[src/rtl/csr_unit.sv]
// CSR unit: scratch CSRs plus optional cycle/instret counters behind a
// valid/ready request port, with a 3-state IDLE/EXEC/RESP sequencer.
//
// Optional feature macro: CSR_COUNTERS_EN (counters at 0xC00/0xC02/0xC80/0xC82).
// Ports:
//   i_clk, i_rst      clock, synchronous active-high reset
//   i_valid, o_ready  request handshake (o_ready only in IDLE)
//   i_op, i_addr      00 RW, 01 RS, 10 RC, 11 RD; 12-bit CSR address
//   i_src             write / mask operand
//   i_retire          one instruction retired this cycle
//   o_valid           one-cycle result pulse
//   o_dest            old CSR value (0 when illegal)
//   o_illegal         access illegal, qualified by o_valid
module csr_unit #(
  parameter int DATA_WIDTH  = 32,
  parameter int NUM_SCRATCH = 4,
  parameter int CNT_WIDTH   = 64
) (
  input  logic                  i_clk,
  input  logic                  i_rst,
  input  logic                  i_valid,
  output logic                  o_ready,
  input  logic [1:0]            i_op,
  input  logic [11:0]           i_addr,
  input  logic [DATA_WIDTH-1:0] i_src,
  input  logic                  i_retire,
  output logic                  o_valid,
  output logic [DATA_WIDTH-1:0] o_dest,
  output logic                  o_illegal
);

  localparam logic [1:0] OP_RW = 2'b00;
  localparam logic [1:0] OP_RS = 2'b01;
  localparam logic [1:0] OP_RC = 2'b10;
  localparam logic [1:0] OP_RD = 2'b11;

  localparam logic [11:0] SCR_BASE = 12'h340;

  typedef enum logic [1:0] {
    S_IDLE,
    S_EXEC,
    S_RESP
  } state_e;

  state_e state_q, state_d;

  logic [1:0]            op_q;
  logic [11:0]           addr_q;
  logic [DATA_WIDTH-1:0] src_q;

  logic [DATA_WIDTH-1:0] scratch_q [NUM_SCRATCH];

  logic [DATA_WIDTH-1:0] dest_q;
  logic                  illegal_q;

  logic                   accept;
  logic [NUM_SCRATCH-1:0] sc_sel;
  logic                   sc_hit;
  logic [DATA_WIDTH-1:0]  sc_old;
  logic                   cnt_hit;
  logic [DATA_WIDTH-1:0]  cnt_old;
  logic                   src_zero;
  logic                   legal;
  logic                   wr_en;
  logic                   commit;
  logic [DATA_WIDTH-1:0]  old_val;
  logic [DATA_WIDTH-1:0]  new_val;

  // FSM: state register
  always_ff @(posedge i_clk) begin
    if (i_rst) state_q <= S_IDLE;
    else       state_q <= state_d;
  end

  // FSM: next state
  always_comb begin
    state_d = state_q;
    unique case (state_q)
      S_IDLE:  if (i_valid) state_d = S_EXEC;
      S_EXEC:  state_d = S_RESP;
      S_RESP:  state_d = S_IDLE;
      default: state_d = S_IDLE;
    endcase
  end

  // FSM: outputs
  always_comb begin
    o_ready = 1'b0;
    o_valid = 1'b0;
    unique case (state_q)
      S_IDLE:  o_ready = 1'b1;
      S_RESP:  o_valid = 1'b1;
      default: ;
    endcase
  end

  assign accept = o_ready && i_valid;

  always_ff @(posedge i_clk) begin
    if (i_rst) begin
      op_q   <= OP_RD;
      addr_q <= '0;
      src_q  <= '0;
    end else if (accept) begin
      op_q   <= i_op;
      addr_q <= i_addr;
      src_q  <= i_src;
    end
  end

  // Scratch decode; addresses are distinct so at most one select is set.
  always_comb begin
    sc_sel = '0;
    sc_hit = 1'b0;
    sc_old = '0;
    for (int i = 0; i < NUM_SCRATCH; i++) begin
      if (addr_q == 12'(SCR_BASE + 12'(i))) begin
        sc_sel[i] = 1'b1;
        sc_hit    = 1'b1;
        sc_old    = scratch_q[i];
      end
    end
  end

`ifdef CSR_COUNTERS_EN
  localparam int  XW     = 2 * DATA_WIDTH;
  localparam bit  HAS_HI = (DATA_WIDTH == 32);

  logic [CNT_WIDTH-1:0] cycle_q;
  logic [CNT_WIDTH-1:0] instret_q;
  logic [XW-1:0]        cyc_x;
  logic [XW-1:0]        ins_x;

  always_ff @(posedge i_clk) begin
    if (i_rst) begin
      cycle_q   <= '0;
      instret_q <= '0;
    end else begin
      cycle_q <= cycle_q + 1'b1;
      if (i_retire) instret_q <= instret_q + 1'b1;
    end
  end

  // Zero-extend so bits above CNT_WIDTH read as 0.
  assign cyc_x = XW'(cycle_q);
  assign ins_x = XW'(instret_q);

  always_comb begin
    cnt_hit = 1'b0;
    cnt_old = '0;
    case (addr_q)
      12'hC00: begin
        cnt_hit = 1'b1;
        cnt_old = cyc_x[DATA_WIDTH-1:0];
      end
      12'hC02: begin
        cnt_hit = 1'b1;
        cnt_old = ins_x[DATA_WIDTH-1:0];
      end
      12'hC80: if (HAS_HI) begin
        cnt_hit = 1'b1;
        cnt_old = cyc_x[XW-1:DATA_WIDTH];
      end
      12'hC82: if (HAS_HI) begin
        cnt_hit = 1'b1;
        cnt_old = ins_x[XW-1:DATA_WIDTH];
      end
      default: ;
    endcase
  end
`else
  logic unused_retire;
  assign unused_retire = i_retire;
  assign cnt_hit       = 1'b0;
  assign cnt_old       = '0;
`endif

  assign src_zero = (src_q == '0);

  // Legality and old value; illegal accesses report 0 and never write.
  always_comb begin
    legal   = 1'b0;
    wr_en   = 1'b0;
    old_val = '0;
    unique case (1'b1)
      sc_hit: begin
        legal   = 1'b1;
        wr_en   = (op_q != OP_RD);
        old_val = sc_old;
      end
      cnt_hit: begin
        legal   = (op_q == OP_RD) ||
                  ((op_q != OP_RW) && src_zero);
        old_val = legal ? cnt_old : '0;
      end
      default: ;
    endcase
  end

  always_comb begin
    new_val = old_val;
    case (op_q)
      OP_RW:   new_val = src_q;
      OP_RS:   new_val = old_val | src_q;
      OP_RC:   new_val = old_val & ~src_q;
      default: new_val = old_val;
    endcase
  end

  assign commit = (state_q == S_EXEC) && wr_en;

  always_ff @(posedge i_clk) begin
    if (i_rst) begin
      for (int i = 0; i < NUM_SCRATCH; i++)
        scratch_q[i] <= '0;
    end else if (commit) begin
      for (int i = 0; i < NUM_SCRATCH; i++)
        if (sc_sel[i]) scratch_q[i] <= new_val;
    end
  end

  // Result registers load at the end of EXEC and hold until the next one.
  always_ff @(posedge i_clk) begin
    if (i_rst) begin
      dest_q    <= '0;
      illegal_q <= 1'b0;
    end else if (state_q == S_EXEC) begin
      dest_q    <= old_val;
      illegal_q <= !legal;
    end
  end

  assign o_dest    = dest_q;
  assign o_illegal = illegal_q;

endmodule

[config.mk]
export PLATFORM = sky130hd
export DESIGN_NAME = csr_unit
export DESIGN_NICKNAME = d
export VERILOG_FILES = /design/src/rtl/csr_unit.sv
export SDC_FILE = /design/constraint.sdc
export NUM_CORES = 1
export LEC_CHECK = 0
export CAP_MARGIN = 20
export CORE_ASPECT_RATIO = 0.6
export CORE_MARGIN = 2
export CORE_UTILIZATION = 52
export DETAILED_ROUTE_END_ITERATION = 10
export GPL_TIMING_DRIVEN = 0
export HOLD_SLACK_MARGIN = 0.12
export PLACE_DENSITY = 0.76
export SLEW_MARGIN = 30
export SYNTH_ARGS = -nofsm -noshare
export SYNTH_HDL_FRONTEND = slang
export SYNTH_SLANG_ARGS = --single-unit
[constraint.sdc]
create_clock -name i_clk -period 2.7 [get_ports i_clk]
set_input_delay 0.405 -clock i_clk [delete_from_list [all_inputs] [get_ports i_clk]]
set_output_delay 0.405 -clock i_clk [all_outputs]
set_load 0.01 [all_outputs]
==> metrics.yaml <==
final_layout:
  antennaDiodeCount: 0
  stdcell_count: 1205
  area_growth_pct: 20.7
  drive_gt1_frac: 0.126
  nets: 1008
  mostFrequentLayoutCell: "edfxtp_1"
  finalInstanceArea_sq_mm: 0.0111
  nFillCells: 1352
  layout_common_cells: "edfxtp_1, nand2_1, nor2_1"
detailed_routing:
  routedWlPerCell_um: 23.3
  vias: 7579
  drtIter0Drc: 1034
  ant_nets: 0
  drt_drc_violations_left: 0
  via_per_inst: 6.29
  dr.pass1.iters: 6
  wl_mm: 28.1
cts:
  cts_made_buffers: 19
  cts.clk_slew.worst_paths_ps: 70
  clockRootBuffer: "clkbuf_16"
  cts_num_sinks: 209
  h-tree-depth: 1
  clockBufferDepth: 3
  insertion_delay_ps: 510
  cts_tree: "built"
global_route:
  grt_usage: 0.302
  first_global_vias: 7247
  gr-total-overflow: 0
  grt_pass1_wl_mm: 42.2
  grt_max_degree: 25
  antenna_found_initial: 0
worst_setup_path:
  r2r_end: "scratch_q[1][24]"
  critPathLaunchType: "register"
  cp-end-kind: "register"
  cp.arrival_ps: 2810
  slowest_delay_ps: 420
  r2r_start: "addr_q[4]"
  crit_required_ps: 2900
  crit_slowest_cell: "a211oi_4"
  worstPathMaxFanout: 24
  r2r_cells: 7
  path_cells: "nor4b_4, nand3_1, buf_2, buf_4, a211oi_4, a21o_4, buf_12"
  rrSetupSlack_ps: 90
  worstSetupPathType: "reg -> reg"
floorplanning:
  start_util: 0.534
  dieWidth_um: 176
  die-area_sq_mm: 0.0189
  io_pins: 85
  num_rows: 37
  core_sq_mm: 0.0173
  die_y_um: 107
timing:
  setup_viol: 0
  max-slew-margin-rel: 0.417
  slew_viol_final: 0
  min_period_over_period: 0.968
  rsz0062_at_grt: "no"
  fmax_mhz: 383
  finClkSkew_ps: 22.0
  worstMarginPinSlew_ps: 875
  hold_ws_ps: 443
  hold_violations: 0
  finalCriticalPeriod_ps: 2610
yosys:
  ys_ff_latch: 209
  syn_area_sq_mm: 0.00923
  ys_types: 55
  ys_seq_area_frac: 0.592
  synthFlopType: "edfxtp_1"
  synth_edf_count: 128
  synthCells: 846
  avgSynthCellArea_sq_um: 10.9
  synth_fp_nets: 896
  ys_warn_count: 0
  synth_largest_area_cell: "edfxtp_1"
  netlist.area_leader.share: 0.417
  synthArstFlopShare: 0
  synth.area.top_cells: "edfxtp_1, dfxtp_1, nand2_1"
placed_design:
  place_congestion: 0.894
  placedInstanceArea_sq_mm: 0.0105
  place_hpwl_mm: 18.9
  dp.cells: 1167
  portBuffers: 83
hold_path:
  hold_path.class: "in -> reg"
  whs_path_depth: 3
  whs_endpoint: "src_q[23]"
  hp-start: "i_src[23]"
power:
  power_density_mw_per_mm2: 614
  ir_drop_uv: 452
  power.leakage_uw: 0.00376
  power.total_uw: 6830
job:
  drv_cap: 0
run_status:
  status: "completed"
-- flip-flops by register name, summed over array words and instances (netlist names) --
name       cells
addr_q        12
o_dest        32
o_illegal      1
op_q           2
scratch_q    128
src_q         32
state_q        2
-- per-stage QoR --
stage          TNS, ps  worst slack [ps]  utilization
6_report             0              86.1        0.645
5_1_grt              0              5.64        0.645
4_1_cts          -2330             -65.4        0.639
3_5_place_dp    -15450              -256        0.606
3_3_place_gp   -102730              -902        0.599
2_1_floorplan        0               164            -
-- power breakdown --
| part | switching [uW] | internal (uW) | leakage [uW] |
|---|---|---|---|
| clock | 1200 | 1420 | 0.000290 |
| sequential | 61.7 | 3480 | 0.00198 |
| combinational | 424 | 246 | 0.00149 |
-- cell type report --
cell class              instances  area (sq um)  share of cell area
plain buffers                  65           305              0.0274
clock buffers                  28           551              0.0494
clock inverters                 6          32.5             0.00292
inverters                      15          56.3             0.00506
multi-input cells             556          3430               0.308
flip-flops and latches        209          5470               0.491
well taps                     234           293              0.0263
repair buffers                 92           996              0.0895
-- layer usage --
| metal | track usage | up-vias | wire length [um] |
|---|---|---|---|
| li1 | - | 3351 | - |
| met1 | 0.445 | 3600 | 11500 |
| met2 | 0.421 | 557 | 11600 |
| met3 | 0.104 | 71 | 4250 |
| met4 | 0.0862 | 0 | 698 |
| met5 | 0 | - | 0 |
-- cell usage after synthesis, types with 2 or more instances --
cell type and count:
a21oi_1 86, and4_1 2, nand4_2 2, nor3_2 6, clkbuf_1 38, mux4_2 13, nor3_1 55, o31a_1 13
mux2i_1 4, dfxtp_1 81, o21bai_1 13, buf_4 2, o21ai_0 15, mux2_2 3, buf_1 3, nand3b_1 3
edfxtp_1 128, nand2_1 121, a32oi_1 15, o31ai_1 5, inv_1 14, a21o_1 4, a221oi_1 3, o221a_2 15
nand3_1 2, o32a_1 2, buf_6 4, nor2_1 95, nor2b_1 9, or2_2 6, o22a_1 3, and2_1 2
a22oi_1 13, buf_2 19, a211oi_2 2, a22o_1 26
-- cells by family (layout without fill, tap and decap cells) --
kind of cell           after synthesis  in the layout  share of synthesized area
AND/OR/NAND/NOR                    315            315                      0.159
AO/OA/AOI/OAI                      221            221                      0.169
flip-flops                         209            209                      0.592
buffers and inverters               81            206                     0.0396
multiplexers                        20             20                     0.0397
-- worst max-delay path: cells and delay by family (launching register included) --
kind	cells	cell delay (ps)
compound gates	2	700
buf+inv	3	700
flops	1	340
simple gates	2	550
-- worst max path at each step --
stage	start	end	slack, ps	depth (start not counted)
after floorplan	addr_q[4]	scratch_q[0][0]	160	6
after global placement	i_rst	scratch_q[3][16]	-900	4
after detailed placement	i_rst	scratch_q[3][16]	-260	5
after CTS	addr_q[4]	scratch_q[3][30]	-70	7
after global routing	addr_q[1]	scratch_q[0][29]	6	6
final	addr_q[4]	scratch_q[1][24]	90	7
-- what timing repair did --
item / in CTS / in global routing
hold buffers: 0 / 0
resized for setup: 0 / 5
setup endpoints to repair: 53 / 122
pin swaps: 0 / 1
buffers inserted: 0 / 5
No activity file was read; power rests on OpenSTA's default activity.
